`src/rtl/mc_seqregs_if.sv`:
```
// rtl/mc_seqregs_if.sv - control and datapath bundle between FSM/memory/ALU and the sequential register stage
//
// Groups the FSM control fields, incoming datapath values and the register/mux
// outputs of mc_seqregs.
//   master : FSM, memory, register file and ALU side (drives controls and data in)
//   slave  : mc_seqregs (drives PC, Instr, Adr, WriteData, SrcA, SrcB, Result)
interface mc_seqregs_if;
    logic        NextPC;
    logic        PCSrc;
    logic        IRWrite;
    logic        AdrSrc;
    logic [1:0]  ALUSrcA;
    logic [1:0]  ALUSrcB;
    logic [1:0]  ResultSrc;
    logic [31:0] ReadData;
    logic [31:0] RD1;
    logic [31:0] RD2;
    logic [31:0] ExtImm;
    logic [31:0] ALUResult;
    logic [31:0] PC;
    logic [31:0] Instr;
    logic [31:0] Adr;
    logic [31:0] WriteData;
    logic [31:0] SrcA;
    logic [31:0] SrcB;
    logic [31:0] Result;

    modport master (
        output NextPC, PCSrc, IRWrite, AdrSrc, ALUSrcA, ALUSrcB, ResultSrc,
        output ReadData, RD1, RD2, ExtImm, ALUResult,
        input  PC, Instr, Adr, WriteData, SrcA, SrcB, Result
    );

    modport slave (
        input  NextPC, PCSrc, IRWrite, AdrSrc, ALUSrcA, ALUSrcB, ResultSrc,
        input  ReadData, RD1, RD2, ExtImm, ALUResult,
        output PC, Instr, Adr, WriteData, SrcA, SrcB, Result
    );
endinterface

```
`src/rtl/mc_seqregs.sv`:
```
// rtl/mc_seqregs.sv - multicycle ARM sequential datapath registers and operand/result muxes
//
// Holds PC, Instr and the non-architectural Data, A, B and ALUOut registers and
// steers the address, ALU operand and result muxes from the FSM control fields.
// Ports:
//   clk   : clock, all state updates on the rising edge
//   reset : asynchronous active-high reset
//   bus   : mc_seqregs_if.slave - control fields and data in, register/mux values out
module mc_seqregs #(
    parameter logic [31:0] RESET_PC = 32'h0000_0000
) (
    input  logic         clk,
    input  logic         reset,
    mc_seqregs_if.slave  bus
);

    logic [31:0] r_pc;
    logic [31:0] r_instr;
    logic [31:0] r_data;
    logic [31:0] r_a;
    logic [31:0] r_b;
    logic [31:0] r_aluout;

    logic        w_pc_write;
    logic [31:0] w_srca;
    logic [31:0] w_srcb;
    logic [31:0] w_result;

    // Fetch increment and condition-qualified branch both write Result, so
    // a simple OR is enough when they coincide.
    assign w_pc_write = bus.NextPC | bus.PCSrc;

    always_ff @(posedge clk or posedge reset) begin
        if (reset) begin
            r_pc     <= RESET_PC;
            r_instr  <= 32'd0;
            r_data   <= 32'd0;
            r_a      <= 32'd0;
            r_b      <= 32'd0;
            r_aluout <= 32'd0;
        end else begin
            if (w_pc_write) begin
                r_pc <= w_result;
            end
            // During FETCH this samples ReadData addressed by the pre-edge PC.
            if (bus.IRWrite) begin
                r_instr <= bus.ReadData;
            end
            r_data   <= bus.ReadData;
            r_a      <= bus.RD1;
            r_b      <= bus.RD2;
            r_aluout <= bus.ALUResult;
        end
    end

    always_comb begin
        w_srca = 32'd0;
        unique case (bus.ALUSrcA)
            2'b00:   w_srca = r_a;
            2'b01:   w_srca = r_pc;
            2'b10:   w_srca = r_aluout;
            default: w_srca = 32'd0;
        endcase
    end

    always_comb begin
        w_srcb = 32'd0;
        unique case (bus.ALUSrcB)
            2'b00:   w_srcb = r_b;
            2'b01:   w_srcb = bus.ExtImm;
            2'b10:   w_srcb = 32'd4;
            default: w_srcb = 32'd0;
        endcase
    end

    // Code 11 aliases ALUOut so the result never floats to an unknown.
    // ResultSrc=10 is the intentional ALU -> Result -> Adr/PC combinational path.
    always_comb begin
        w_result = r_aluout;
        unique case (bus.ResultSrc)
            2'b01:   w_result = r_data;
            2'b10:   w_result = bus.ALUResult;
            default: w_result = r_aluout;
        endcase
    end

    assign bus.PC        = r_pc;
    assign bus.Instr     = r_instr;
    assign bus.Adr       = bus.AdrSrc ? w_result : r_pc;
    assign bus.WriteData = r_b;
    assign bus.SrcA      = w_srca;
    assign bus.SrcB      = w_srcb;
    assign bus.Result    = w_result;

endmodule
```
`src/flat_wrapper.sv`:
```
// flat-port wrapper written by rule: the top's interface ports become plain ports
module mc_seqregs_flat 
#(
    parameter logic [31:0] RESET_PC = 32'h0000_0000
)
  (clk, reset, bus_NextPC, bus_PCSrc, bus_IRWrite, bus_AdrSrc, bus_ALUSrcA, bus_ALUSrcB, bus_ResultSrc, bus_ReadData, bus_RD1, bus_RD2, bus_ExtImm, bus_ALUResult, bus_PC, bus_Instr, bus_Adr, bus_WriteData, bus_SrcA, bus_SrcB, bus_Result);
  mc_seqregs_if bus_i ();
  input  logic clk;
  input  logic reset;
  input wire logic [$bits(bus_i.NextPC)-1:0] bus_NextPC;
  input wire logic [$bits(bus_i.PCSrc)-1:0] bus_PCSrc;
  input wire logic [$bits(bus_i.IRWrite)-1:0] bus_IRWrite;
  input wire logic [$bits(bus_i.AdrSrc)-1:0] bus_AdrSrc;
  input wire logic [$bits(bus_i.ALUSrcA)-1:0] bus_ALUSrcA;
  input wire logic [$bits(bus_i.ALUSrcB)-1:0] bus_ALUSrcB;
  input wire logic [$bits(bus_i.ResultSrc)-1:0] bus_ResultSrc;
  input wire logic [$bits(bus_i.ReadData)-1:0] bus_ReadData;
  input wire logic [$bits(bus_i.RD1)-1:0] bus_RD1;
  input wire logic [$bits(bus_i.RD2)-1:0] bus_RD2;
  input wire logic [$bits(bus_i.ExtImm)-1:0] bus_ExtImm;
  input wire logic [$bits(bus_i.ALUResult)-1:0] bus_ALUResult;
  output wire logic [$bits(bus_i.PC)-1:0] bus_PC;
  output wire logic [$bits(bus_i.Instr)-1:0] bus_Instr;
  output wire logic [$bits(bus_i.Adr)-1:0] bus_Adr;
  output wire logic [$bits(bus_i.WriteData)-1:0] bus_WriteData;
  output wire logic [$bits(bus_i.SrcA)-1:0] bus_SrcA;
  output wire logic [$bits(bus_i.SrcB)-1:0] bus_SrcB;
  output wire logic [$bits(bus_i.Result)-1:0] bus_Result;
  assign bus_i.NextPC = bus_NextPC;
  assign bus_i.PCSrc = bus_PCSrc;
  assign bus_i.IRWrite = bus_IRWrite;
  assign bus_i.AdrSrc = bus_AdrSrc;
  assign bus_i.ALUSrcA = bus_ALUSrcA;
  assign bus_i.ALUSrcB = bus_ALUSrcB;
  assign bus_i.ResultSrc = bus_ResultSrc;
  assign bus_i.ReadData = bus_ReadData;
  assign bus_i.RD1 = bus_RD1;
  assign bus_i.RD2 = bus_RD2;
  assign bus_i.ExtImm = bus_ExtImm;
  assign bus_i.ALUResult = bus_ALUResult;
  assign bus_PC = bus_i.PC;
  assign bus_Instr = bus_i.Instr;
  assign bus_Adr = bus_i.Adr;
  assign bus_WriteData = bus_i.WriteData;
  assign bus_SrcA = bus_i.SrcA;
  assign bus_SrcB = bus_i.SrcB;
  assign bus_Result = bus_i.Result;
  mc_seqregs #(.RESET_PC(RESET_PC)) u_core (.clk(clk), .reset(reset), .bus(bus_i));
endmodule
```
`config.mk`:
```
export PLATFORM = sky130hd
export DESIGN_NAME = mc_seqregs_flat
export DESIGN_NICKNAME = d
export VERILOG_FILES = /design/src/rtl/mc_seqregs_if.sv /design/src/rtl/mc_seqregs.sv /design/src/flat_wrapper.sv
export SDC_FILE = /design/constraint.sdc
export NUM_CORES = 1
export LEC_CHECK = 0
export ABC_AREA = 0
export BUFFER_PORTS_ARGS = -buffer_cell sky130_fd_sc_hd__buf_4
export CAP_MARGIN = 15
export CORE_AREA = 2 2 153 155
export DETAILED_ROUTE_END_ITERATION = 8
export DIE_AREA = 0 0 155 157
export GPL_TIMING_DRIVEN = 0
export PLACE_DENSITY = 0.64
export SETUP_SLACK_MARGIN = 0.15
export SLEW_MARGIN = 20
export SYNTH_ARGS = -nofsm -noshare
export SYNTH_HDL_FRONTEND = slang
export SYNTH_SLANG_ARGS = --single-unit
```
`constraint.sdc`:
```
create_clock -name clk -period 7.8 [get_ports clk]
set_input_delay 1.95 -clock clk [delete_from_list [all_inputs] [get_ports clk]]
set_output_delay 1.95 -clock clk [all_outputs]
set_load 0.05 [all_outputs]
```
After elaboration in Yosys (flattened, before gate mapping). Index checks and enable logic that the tools add are counted. Widths: inputs -> output; s select.

Bits in registers: 192. Input port bits: 172. Output and inout bits: 224. Word-level logic and storage cells: 19.

Equal/unequal tests: 6. Multiplexer cells: 4. Bitwise operators: 1. Reductions and logical operators: 2.

Operators by type and width (count): $pmux 32 s3 (2); $pmux 32 s2 (1); $mux 32 (1); $eq 2x1->1 const B (3); $eq 2x2->1 const B (3); $logic_not 2->1 (2); $or 1x1->1 (1).

Depth between registers and ports, before layout.
Word-level depth: 3. Gate-level depth with buffers: 6. Depth with buffers taken out: 4.

Worst setup path after synthesis. No wires, ideal clock.

Path type: input port to output port. Start: input bus_ResultSrc[0]. End: output bus_Adr[0]. Arrival time: 3.885 ns. Data required time: 5.850 ns. Setup slack: 1.965 ns. Stages on the path: 6. Buffers on the path: 2. Cells stage by stage: inv_1 > ha_1 > buf_6 > clkbuf_1 > nor2b_1 > o31ai_1.

Cells in the longest elaborated chain, start to end: 3.

RTL lines: start, declared (line flat_wrapper.sv:16) `input wire logic [$bits(bus_i.ResultSrc)-1:0] bus_ResultSrc;`; $eq 2x2->1 or $eq 2x1->1 (tied branches) (line mc_seqregs.sv:80) `unique case (bus.ResultSrc)`; $pmux 32 s2 * (line mc_seqregs.sv:80); $mux 32 * (line mc_seqregs.sv:89) `assign bus.Adr = bus.AdrSrc ? w_result : r_pc;`; end, declared (line flat_wrapper.sv:24) `output wire logic [$bits(bus_i.Adr)-1:0] bus_Adr;`.

Every way passes the cells marked *; elsewhere a longest branch is shown, timed or not.

Worst setup path after layout.
Start: input bus_ResultSrc[0]. End: output bus_Adr[7].

Same word-level chain as after synthesis.

==> summary.md <==
| Metric | Value |
|---|---|
| Final period demand of the worst path | 5.59 ns |
| Slew Viols, Final | 0 |
| Cts hold-fix bufs | 0 |
| Floorplan Core Area | 0.0225 sq mm |
| Per-instance average area after synthesis | 13.1 sq um |
| Number of nets in the layout | 1221 |
| Vias per cell | 5.12 |
| Power after layout | 3.06 mW |
| Number of antenna-violating nets in the routed design | 0 |
| Crit start category | primary input |
| Number of placed I/O pins | 396 |
| Post-Route Setup TNS | 0 ns |
| Setup ws final | 2.21 ns |
| P_leak | 5.84 nW |
| Slew @ Worst Pin | 0.672 ns |
| Area grow syn2layout | 47.2% |
| Buf/Inv on CP | 5 |
| Adder-cell share of the synthesized area | 0.300% |
| Worst hold path class | reg2reg |
| Synthesis warning total | 0 |
| Number of H-tree levels | 4 |
| Internal power | 1.86 mW |
| Number of buffer cells added on primary ports | 390 |
| Post-DR wirelength/cell | 23.1 microns |
| Number of vias after detailed routing | 6888 |
| Global routing usage summed across all routing layers | 24.9% |
| Area fraction in compound gates after synthesis | 14.9% |
| Total clock buffers created by CTS | 17 |
| Synthesized flop and latch total | 192 |
| Dominant combinational cell family by area after synthesis | compound AO/OA/AOI/OAI gates |
| Wire length after detailed routing | 31000 microns |
| Critical path arrival | 3.64 ns |
| Clk slew on worst S/H paths | 0.08 ns |
| Crit share post-route | 71.7% |
| Data required time at the worst endpoint | 5.85 ns |
| RSZ-0062 raised after global routing | no |
| Area after DPL | 0.0117 sq mm |
| Drt initial violations | 406 |
| Final core area utilization | 54.5% |
| Proportion of synthesized chip area in sequential cells | 57.6% |
| Wire length of the first global-routing pass | 44800 microns |
| Net count of the mapped netlist | 811 |
| Setup clock skew after layout | 0.00692 ns |
| Maximum number of pins on one net before global-route repair | 103 |
| Fin area | 0.0123 sq mm |
| Slowest cell on crit path | clkbuf_1 |
| Effective utilization at floorplan | 37.1% |
| # fillers | 2059 |
| Power density relative to cell area | 249 mW/mm^2 |
| Share of layout cells above drive strength 1 | 51.0% |
| Number of failing hold endpoints at the final stage | 0 |
| Dpl ws | 2.22 ns |
| CTS root buffer | clkbuf_16 |
| TritonCTS sink count | 192 |
| Worst Path Max Fanout | 10 |
| Worst IR drop on VDD | 0.138 mV |
| Placed wire-length estimate after detailed placement | 23700 microns |
| Setup Buffers After CTS | 0 |
| XOR/XNOR share of the synthesized area | 0% |
| Relative slew slack | 55.2% |
| Cell chain of the critical path | buf_4 > inv_1 > ha_1 > buf_6 > clkbuf_1 > nor2b_1 > o31ai_1 > buf_4 |
| Clock Latency Late Sink | 0.44 ns |
| Antenna violations before repair | 1 |
| Cells after synthesis | 637 |
| Die boundary height | 157 microns |
| Standard-cell row count | 55 |
| Area of the multi-input gates | 0.00320 sq mm |
| Type of the worst setup path | in2out |
| Switching power | 1.19 mW |
| Part of the total power dissipated in sequential elements | 36.8% |
| Multiplexer share of the synthesized area | 11.9% |
| Clock tree from TritonCTS | done |
| Full die area | 0.0243 sq mm |
| Achievable clock frequency | 179 MHz |
| Final Setup Violations | 0 |
| Switch share | 39.0% |
| Max-capacitance violation count | 0 |
| Distinct cells, synth | 23 |
| Die span in x | 155 microns |
| Number of detailed-routing iterations run before antenna repair | 6 |
| DRC violation count after routing | 0 |
| Vias in the first global route | 7122 |
| GRT overflow | 0 |
| Buffers from clock root to sink, at most | 2 |
| Combined area of all synthesized cells | 0.00834 sq mm |
| Resized cells post-CTS | 0 |
| Crit-path max cell delay | 0.47 ns |
| Simple-gate share of the synthesized area | 11.3% |
| Outcome | completed |
| Nature of the critical path endpoint | output port |
| Family of cells with the greatest summed delay on the critical path | buffers and inverters |
| Storage cell area | 0.00480 sq mm |
| Clock Power Share | 29.7% |
| Library cell appearing most often on the critical path | buf_4 |
| Combinational cell fraction of total power | 33.5% |
| GPL Wtd Cong | 0.878 |
[registers in the layout, indices dropped and copies added (netlist names)]
name                  count
u_core.bus.Instr         32
u_core.bus.PC            32
u_core.bus.WriteData     32
u_core.r_a               32
u_core.r_aluout          32
u_core.r_data            32
[kinds of logic (layout without fill, tap and decap cells)]
family | count (synthesis) | in the layout
fa+ha+maj | 2 | 2
buf+inv | 56 | 479
mux | 95 | 95
flops | 192 | 192
simple gates | 163 | 163
compound gates | 129 | 129
other cells | 0 | 1
[cell type report]
cell class,count,area share (%)
sequential,192,39.2
multi-input combinational,389,26.1
timing repair buffer,391,24.1
clock buffer,18,3.58
tap,285,2.91
buffer,52,2.61
clock inverter,14,1.40
inverter,4,0.184
antenna,1,0.0204
[layout by cell type, fill, tap and decap left out, types with 3 or more instances in the layout]
cell       Yosys  final
a221oi_2      30     30
buf_2          8      8
buf_4         14    404
buf_6          8      8
clkbuf_1      20     20
clkbuf_16      0     17
clkinv_8       0      3
dfrtp_1      192    192
inv_1          4      3
inv_6          0      3
inv_8          0      5
mux2_2        30     30
mux2i_1       63     63
nand2b_1      33     33
nor2_1        64     64
nor2b_1       33     33
o2bb2ai_1     32     32
o31ai_1       62     62
or3b_1         9      9
or3b_2        23     23
[metal layers]
layer,global-route usage (%),vias to the layer above,routed length (microns)
li1,-,3154,-
met1,30.8,3415,12500
met2,42.4,280,15500
met3,6.39,39,2210
met4,8.91,0,741
met5,0,-,0
[power by group through the flow]
stage               clock network [mW]  registers (mW)  logic [mW]
finish                           0.908            1.13        1.02
floorplan                            0            1.31       0.490
CTS                              0.922            1.13        1.03
global placement                     0            1.14        1.02
global route                     0.962            1.14        1.07
detailed placement                   0            1.15        1.03
[final timing paths]
| path | start | endpoint | slack [ns] | cells past startpoint |
|---|---|---|---|---|
| min | u_core.bus.Instr[24]$_DFFE_PP0P_ | u_core.bus.Instr[24]$_DFFE_PP0P_ | 0.50 | 1 |
| min in group asynchronous | reset | u_core.bus.Instr[6]$_DFFE_PP0P_ | 1.59 | 2 |
| max | bus_ResultSrc[0] | bus_Adr[7] | 2.21 | 8 |
| max in group asynchronous | reset | u_core.bus.PC[18]$_DFFE_PP0P_ | 5.24 | 3 |
| max reg2reg | u_core.r_data[14]$_DFF_PP0_ | u_core.bus.PC[14]$_DFFE_PP0P_ | 6.71 | 2 |
| min reg2reg | u_core.bus.Instr[24]$_DFFE_PP0P_ | u_core.bus.Instr[24]$_DFFE_PP0P_ | 0.50 | 1 |
[stage by stage]
| stage | hold slack, ns | std cells |
|---|---|---|
| floorplan | 0.613 | 637 |
| global placement | 0.473 | 1312 |
| detailed placement | 0.476 | 1313 |
| CTS | 0.503 | 1345 |
| global route | 0.516 | 1346 |
| finish | 0.502 | 1346 |
[synthesized netlist by cell type]
cell	count	area [sq um]
a21oi_1	1	5.00
a221oi_1	2	17.5
a221oi_2	30	450
buf_2	8	40.0
buf_4	14	105
buf_6	8	90.1
clkbuf_1	20	75.1
clkbuf_2	2	10.0
dfrtp_1	192	4800
ha_1	2	25.0
inv_1	4	15.0
mux2_1	2	22.5
mux2_2	30	338
mux2i_1	63	631
nand2b_1	33	206
nor2_1	64	240
nor2b_1	33	206
nor3_1	1	5.00
o2bb2ai_1	32	280
o31ai_1	62	465
o31ai_2	2	25.0
or3b_1	9	78.8
or3b_2	23	201
Power figures use the tool's default switching activity.
